<file path="config.mk">
export PLATFORM = sky130hd
export DESIGN_NAME = execute_flag_writeback_scheduler
export DESIGN_NICKNAME = d
export VERILOG_FILES = /design/src/rtl/execute_flag_writeback_scheduler_pkg.sv /design/src/rtl/execute_flag_result_merge.sv /design/src/rtl/execute_flag_writeback_scheduler.sv
export SDC_FILE = /design/constraint.sdc
export NUM_CORES = 1
export LEC_CHECK = 0
export CORE_ASPECT_RATIO = 1.2
export CORE_MARGIN = 2
export CORE_UTILIZATION = 45
export CTS_BUF_LIST = sky130_fd_sc_hd__clkbuf_8
export DETAILED_ROUTE_END_ITERATION = 12
export DONT_BUFFER_PORTS = 1
export PLACE_DENSITY_LB_ADDON = 0.05
export SETUP_SLACK_MARGIN = 0.05
export SLEW_MARGIN = 20
export SYNTH_ARGS = -nofsm -noshare
export SYNTH_HDL_FRONTEND = slang
export SYNTH_SLANG_ARGS = --single-unit
</file>
<file path="constraint.sdc">
create_clock -name iCLOCK -period 5.6 [get_ports iCLOCK]
set_input_delay 1.4 -clock iCLOCK [delete_from_list [all_inputs] [get_ports iCLOCK]]
set_output_delay 1.4 -clock iCLOCK [all_outputs]
set_load 0.02 [all_outputs]
</file>
<file path="src/rtl/execute_flag_writeback_scheduler_pkg.sv">
// Shared types and constants for the execute-stage flag writeback scheduler.
// Unit indices are listed in completion priority order, highest first.
package execute_flag_writeback_scheduler_pkg;

  localparam int FLAG_W        = 5;
  localparam int DEFAULT_DEPTH = 4;
  localparam int NUM_UNITS     = 4;

  typedef enum logic [1:0] {
    UNIT_SHIFT = 2'd0,
    UNIT_ADDER = 2'd1,
    UNIT_MUL   = 2'd2,
    UNIT_LOGIC = 2'd3
  } unit_e;

  typedef struct packed {
    logic              alloc;
    logic              done;
    logic [FLAG_W-1:0] flag;
  } flag_entry_t;

endpackage

</file>
<file path="src/rtl/execute_flag_result_merge.sv">
// Per-entry completion selector: finds which unit (if any) completes this entry
// this cycle and returns its flag, lower unit index winning a tag collision.
module execute_flag_result_merge
  import execute_flag_writeback_scheduler_pkg::*;
#(
  parameter int TAGW = 2
) (
  input  logic [TAGW-1:0]                   entry_idx,
  input  logic [NUM_UNITS-1:0]              valid,
  input  logic [NUM_UNITS-1:0][TAGW-1:0]    tag,
  input  logic [NUM_UNITS-1:0][FLAG_W-1:0]  flag_in,
  output logic                              hit,
  output logic [FLAG_W-1:0]                 flag
);

  // NOTE: every output gets a default before the loop so no latch is inferred.
  always_comb begin
    hit  = 1'b0;
    flag = '0;
    // Walk lowest priority first so the highest-priority match is written last.
    for (int u = NUM_UNITS - 1; u >= 0; u--) begin
      if (valid[u] && (tag[u] == entry_idx)) begin
        hit  = 1'b1;
        flag = flag_in[u];
      end
    end
  end

endmodule

</file>
<file path="src/rtl/execute_flag_writeback_scheduler.sv">
// In-order flag writeback: entries are allocated at dispatch, completed out of
// order by four execution units and committed to the flag register one per cycle.
module execute_flag_writeback_scheduler
  import execute_flag_writeback_scheduler_pkg::*;
#(
  parameter int DEPTH = DEFAULT_DEPTH,
  parameter int TAGW  = $clog2(DEPTH)
) (
  input  logic              iCLOCK,
  input  logic              iRESET,
  input  logic              iRESET_SYNC,
  input  logic              iCTRL_HOLD,
  input  logic              iFLUSH,
  input  logic              iDISP_VALID,
  input  logic              iDISP_FLAG_WRITE,
  output logic              oDISP_READY,
  output logic [TAGW-1:0]   oDISP_TAG,
  input  logic              iSHIFT_VALID,
  input  logic [TAGW-1:0]   iSHIFT_TAG,
  input  logic [FLAG_W-1:0] iSHIFT_FLAG,
  input  logic              iADDER_VALID,
  input  logic [TAGW-1:0]   iADDER_TAG,
  input  logic [FLAG_W-1:0] iADDER_FLAG,
  input  logic              iMUL_VALID,
  input  logic [TAGW-1:0]   iMUL_TAG,
  input  logic [FLAG_W-1:0] iMUL_FLAG,
  input  logic              iLOGIC_VALID,
  input  logic [TAGW-1:0]   iLOGIC_TAG,
  input  logic [FLAG_W-1:0] iLOGIC_FLAG,
  output logic              oFLAG_WE,
  output logic [FLAG_W-1:0] oFLAG_DATA,
  output logic              oFLAG_PENDING,
  output logic [TAGW:0]     oCOUNT
);

  logic [TAGW:0]     head, tail;
  flag_entry_t       entries [DEPTH];
  flag_entry_t       head_entry;
  logic [TAGW-1:0]   head_idx, tail_idx;
  logic              empty, full, flush, alloc_en, commit;

  logic [NUM_UNITS-1:0]             cmp_valid;
  logic [NUM_UNITS-1:0][TAGW-1:0]   cmp_tag;
  logic [NUM_UNITS-1:0][FLAG_W-1:0] cmp_flag;
  logic [DEPTH-1:0]                 hit;
  logic [FLAG_W-1:0]                merged [DEPTH];

  always_comb begin
    cmp_valid[UNIT_SHIFT] = iSHIFT_VALID;
    cmp_tag[UNIT_SHIFT]   = iSHIFT_TAG;
    cmp_flag[UNIT_SHIFT]  = iSHIFT_FLAG;
    cmp_valid[UNIT_ADDER] = iADDER_VALID;
    cmp_tag[UNIT_ADDER]   = iADDER_TAG;
    cmp_flag[UNIT_ADDER]  = iADDER_FLAG;
    cmp_valid[UNIT_MUL]   = iMUL_VALID;
    cmp_tag[UNIT_MUL]     = iMUL_TAG;
    cmp_flag[UNIT_MUL]    = iMUL_FLAG;
    cmp_valid[UNIT_LOGIC] = iLOGIC_VALID;
    cmp_tag[UNIT_LOGIC]   = iLOGIC_TAG;
    cmp_flag[UNIT_LOGIC]  = iLOGIC_FLAG;
  end

  for (genvar g = 0; g < DEPTH; g++) begin : g_merge
    execute_flag_result_merge #(.TAGW(TAGW)) u_merge (
      .entry_idx (TAGW'(g)),
      .valid     (cmp_valid),
      .tag       (cmp_tag),
      .flag_in   (cmp_flag),
      .hit       (hit[g]),
      .flag      (merged[g])
    );
  end

  assign head_idx   = head[TAGW-1:0];
  assign tail_idx   = tail[TAGW-1:0];
  assign head_entry = entries[head_idx];
  assign empty      = (head == tail);
  assign full       = (head_idx == tail_idx) && (head[TAGW] != tail[TAGW]);
  assign flush      = iFLUSH | iRESET_SYNC;

  // Readiness looks only at registered state: a same-cycle commit frees nothing.
  assign oDISP_READY = !full && !iCTRL_HOLD;
  assign oDISP_TAG   = tail_idx;
  assign alloc_en    = iDISP_VALID && iDISP_FLAG_WRITE && oDISP_READY && !flush;

  assign commit        = head_entry.alloc && head_entry.done && !iCTRL_HOLD && !flush;
  assign oFLAG_WE      = commit;
  assign oFLAG_DATA    = commit ? head_entry.flag : '0;
  assign oFLAG_PENDING = !empty;
  assign oCOUNT        = tail - head;

  // NOTE: state uses non-blocking assignments; the entry array is a handful of
  // flops with architecturally visible alloc/done bits, so it is reset too.
  always_ff @(posedge iCLOCK or posedge iRESET) begin
    if (iRESET) begin
      head <= '0;
      tail <= '0;
      for (int i = 0; i < DEPTH; i++) entries[i] <= '0;
    end else if (flush) begin
      head <= '0;
      tail <= '0;
      for (int i = 0; i < DEPTH; i++) entries[i] <= '0;
    end else begin
      if (alloc_en) tail <= tail + 1'b1;
      if (commit)   head <= head + 1'b1;
      // Later assignments win: completion, then commit free, then fresh allocation.
      for (int i = 0; i < DEPTH; i++) begin
        if (hit[i] && entries[i].alloc) begin
          entries[i].done <= 1'b1;
          entries[i].flag <= merged[i];
        end
        if (commit && (head_idx == TAGW'(i))) begin
          entries[i].alloc <= 1'b0;
          entries[i].done  <= 1'b0;
        end
        if (alloc_en && (tail_idx == TAGW'(i))) begin
          entries[i].alloc <= 1'b1;
          entries[i].done  <= 1'b0;
        end
      end
    end
  end

endmodule

</file>
# [Yosys cells after proc, flatten, opt, wreduce, memory -nomap -nowiden]
# Index checks and enable logic that the tools add are counted.
# Widths: inputs -> output; s select.
[op_classes] magnitude_cmp=1 n_reduce_logical=60 bitwise_logic=2 eq_ne=21 add_sub_neg=3 n_mux=53
[op_table] cell="$mux 5" n=17
[op_table] cell="$logic_and 1x1->1" n=36
[op_table] cell="$mux 28" n=1
[op_table] cell="$eq 2x2->1 const B" n=12
[op_table] cell="$mux 6" n=4
[op_table] cell="$mux 1" n=16
[op_table] cell="$mux 2" n=8
[op_table] cell="$reduce_bool 4->1" n=4
[op_table] cell="$bmux 7 s2" n=1
[op_table] cell="$mux 7" n=2
[op_table] cell="$eq 2x1->1 const B" n=6
[op_table] cell="$logic_not 2->1" n=6
[op_table] cell="$mux 3" n=4
[op_table] cell="$reduce_bool 2->1" n=6
[op_table] cell="$reduce_bool 3->1" n=4
[op_table] cell="$add 3x1->3 const B" n=2
[op_table] cell="$logic_not 1->1" n=4
[op_table] cell="$eq 3x3->1" n=1
[op_table] cell="$ge 3x3->1 const B" n=1
[op_table] cell="$not 2->3" n=1
[op_table] cell="$sub 3x3->3" n=1
[op_table] cell="$eq 2x2->1" n=1
[op_table] cell="$ne 1x1->1" n=1
[op_table] cell="$or 1x1->1" n=1
[word_totals] output_inout_bits=13 elab_cells=154 reg_bits=34 inputBits=39

# [Longest topological paths before layout]
[depth] ltp_word=11 depth_mapped=6 mapped_depth_nobuf=5

# [By module]
# Synthesis repeated with hierarchy kept, for this count alone.
[hier_totals] cells_unflattened=392 hier_area_um2=3072.9
[modules_own_cells] module="execute_flag_writeback_scheduler" seq_area_each_um2=850.8 n_inst=1 cells_per_inst=200 area_each_um2=1896.8
[modules_own_cells] module="execute_flag_result_merge" seq_area_each_um2=0.0 n_inst=4 cells_per_inst=48 area_each_um2=294.0

# [Worst setup path after synthesis]
# No wires, ideal clock.
[synth_path] path_type="input -> output" from="input port iRESET_SYNC" to="output port oFLAG_DATA[0]" n_path_buf=0 required_ns=4.200 slack_ns=1.752 stages=3 arrival_ns=2.448 path_cell_list="or2_2 nor3_2 and2_1"
[synth_between] elab_chain_cells=4
[synth_lines] element="from (decl)" line_no="execute_flag_writeback_scheduler.sv:11" source="input logic iRESET_SYNC,"
[synth_lines] element="$or 1x1->1" line_no="execute_flag_writeback_scheduler.sv:79" source="assign flush = iFLUSH | iRESET_SYNC;"
[synth_lines] element="$logic_not 1->1" line_no="execute_flag_writeback_scheduler.sv:86" source="assign commit = head_entry.alloc && head_entry.done && !iCTRL_HOLD && !flush;"
[synth_lines] element="$logic_and 1x1->1" line_no="execute_flag_writeback_scheduler.sv:86"
[synth_lines] element="named net oFLAG_WE" line_no="execute_flag_writeback_scheduler.sv:30" source="output logic oFLAG_WE,"
[synth_lines] element="$mux 5" line_no="execute_flag_writeback_scheduler.sv:88" source="assign oFLAG_DATA = commit ? head_entry.flag : '0;"
[synth_lines] element="to (decl)" line_no="execute_flag_writeback_scheduler.sv:31" source="output logic [FLAG_W-1:0] oFLAG_DATA,"
# The timed path passes the listed nets, and every way through them passes these cells.

# [Final worst setup path]
[layout_path] from="input port iRESET_SYNC" to="output port oFLAG_DATA[2]"
# Same word-level chain as after synthesis.

==> results_dict.tcl <==
set metrics [dict create \
    vias_per_cell 6.13 \
    yosysSeqAreaShare_pct 30.8 \
    area_growth_pct 4.61 \
    layout.nets 367 \
    max-vdd-ir-drop_v 0.000106 \
    final.min_clock_period_ns 4.18 \
    critPathRequiredTime_ns 4.20 \
    syn_avg_cell_area_um2 8.41 \
    final-max-slew-violation-count 0 \
    cts.sinks 34 \
    grt_pass1_wl_um 12900 \
    clock_tree_root_driver_cell "clkbuf_8" \
    timing.critical_path.to_type "output pin" \
    dieWidth_um 75.6 \
    clock_skew_ns 0.00572 \
    vias_in_the_first_global_route 2414 \
    syn-instance-count 329 \
    clkLatencyLatePin_ns 0.28 \
    postCtsResizedCells 0 \
    post_synth_edffs 0 \
    max_clock_freq_ghz 0.239 \
    htreeDepth 2 \
    initial_antenna_violation_count 0 \
    postRouteAntennaNets 0 \
    final_critical_path_share_of_the_clock_period_pct 74.6 \
    place.gp.congestion 0.896 \
    status "finished, final reports clean" \
    criticalPathCategory "primary input to output pin" \
    worst_hold_startpoint "entries[18]" \
    cts.path.max_buffers 2 \
    netlist.area_leader.share_pct 30.8 \
    grt_start_max_net_pins 35 \
    dr.first_iter.drc_count 145 \
    floorplan.die_area_um2 6790 \
    total_leakage_power_nw 1.13 \
    ys_top_cells_by_area "dfrtp_1, o21ai_0, nand2_1" \
    timing.setup.tns_ns 0 \
    port-buffer-count 0 \
    layout.core_utilization_pct 48.4 \
    hold_violations 0 \
    worst-endpoint-arrival_ns 2.78 \
    tritoncts_clock_tree "built" \
    die-height_um 89.9 \
    std_cell_rows 31 \
    synth.lib_cells_used.distinct 46 \
    drt_pre_antenna_iters 5 \
    gr-usage-all-layers_pct 25.2 \
    place_hpwl_um 6350 \
    floorplan.initialDensity_pct 46.3 \
    rsz0062_at_grt "no" \
    hold_ws_ns 0.561 \
    fillers 641 \
    hold_class "flip-flop to flip-flop" \
    grt_overflow 0 \
    floorplan.core_area_um2 5970 \
    clkTransAtPathRegs_ns 0.07 \
    fin_total_pwr_mw 0.545 \
    max-slew-margin-rel_pct 31.9 \
    share_of_final_layout_standard_cells_stronger_than_drive_strength_1_pct 8.20 \
    postCtsSetupRepairBufs 0 \
    asyncSetResetFlopFracSynth_pct 100 \
    area_of_the_mapped_netlist_um2 2770 \
    synth_top_flop_cell "dfrtp_1" \
    worst_r2r_startpoint "head[1]" \
    ys_ff_latch 34 \
    cts_made_buffers 5 \
    antennaDiodeCount 0 \
    yosysWarningCount 0 \
    drc 0 \
    finalSetupViolations 0 \
    power.density_nw_per_um2 188 \
    dominant_cell_type_by_area_after_synthesis "dfrtp_1" \
    overall_routed_net_length_um 8250 \
    dr_total_vias 2445 \
    crit_start "iRESET_SYNC" \
    design.portCount 52 \
    final_cell_mix "o21ai_0, nand2_1, dfrtp_1, a31oi_1, o21a_1" \
    cap_violations 0 \
    slew_worst_pin_ns 1.01 \
    cts_hold_buffers 0 \
    mapped_nets 379 \
    routedWlPerCell_um 20.7 \
    critPathLaunchType "primary input" \
    mostFrequentLayoutCell "o21ai_0" \
    timing.critical_path.fanout_max 12 \
]
per-layer routing:
metal / routed length (um) / GRT usage [%] / vias to the layer above
li1: - / - / 1192
met1: 3240 / 31.3 / 1174
met2: 4350 / 42.4 / 65
met3: 435 / 5.16 / 14
met4: 230 / 8.63 / 0
met5: 0 / 0 / -
Yosys cell counts (all sizes together), types with 6 or more instances:
cell / instances
nor3: 7
mux4: 7
nand2: 44
nor3b: 9
ha: 10
inv: 11
a31oi: 18
o21ai: 59
and3: 6
a21oi: 6
nor2: 8
nand3b: 8
dfrtp: 34
clkbuf: 12
buf: 8
and2: 11
and3b: 8
o21a: 17
nand3: 8
worst paths after layout:
path                                 endpoint  slack [ns]  depth (start not counted)
worst max-delay path            oFLAG_DATA[2]        1.42                          3
worst min-delay path              entries[18]        0.56                          2
worst max register to register    entries[12]        3.42                          5
worst min register to register    entries[18]        0.56                          2
max in group asynchronous          entries[5]        4.17                          2
min in group asynchronous         entries[15]        1.10                          2
power by group:
part           total, mW  internal [mW]  switching (mW)
Clock              0.233          0.142          0.0910
Sequential         0.247          0.246        0.000915
Combinational     0.0648         0.0226          0.0422
Total              0.545          0.411           0.134
sequential cells by signal, indices dropped and copies added, names as in the netlist:
| register | flops |
|---|---|
| tail | 3 |
| head | 3 |
| entries | 28 |
area by class of cell:
class | count | area [um2] | area share [%]
repair buffers | 1 | 7.51 | 0.259
clock inverters | 1 | 30.0 | 1.04
flip-flops and latches | 34 | 851 | 29.4
clock buffers | 6 | 82.6 | 2.85
multi-input cells | 264 | 1780 | 61.4
well taps | 82 | 103 | 3.55
inverters | 11 | 43.8 | 1.51
cell families (layout without fill, tap and decap cells):
group	after synthesis	in the layout	share of synthesized area, %
and+or+nand+nor	120	120	23.9
DFF	34	34	30.8
buffers and inverters	31	19	5.11
adders and majority gates	11	11	5.25
muxes	8	8	6.06
xor gates and xnor gates	4	4	1.27
AOI/OAI and AO/OA	121	121	27.6
worst max-delay path, cell delays in order:
cell,delay (ns)
or2_2,0.40
nor3_2,0.62
and2_1,0.35
metrics by stage:
stage	setup slack (ns)	cell area, um2	cells
floorplan	1.75	2770	329
global route	1.32	2890	399
detailed placement	1.39	2780	392
global placement	1.39	2780	392
finish	1.42	2890	399
CTS	1.39	2890	399
(Power assumes the default switching activity.)
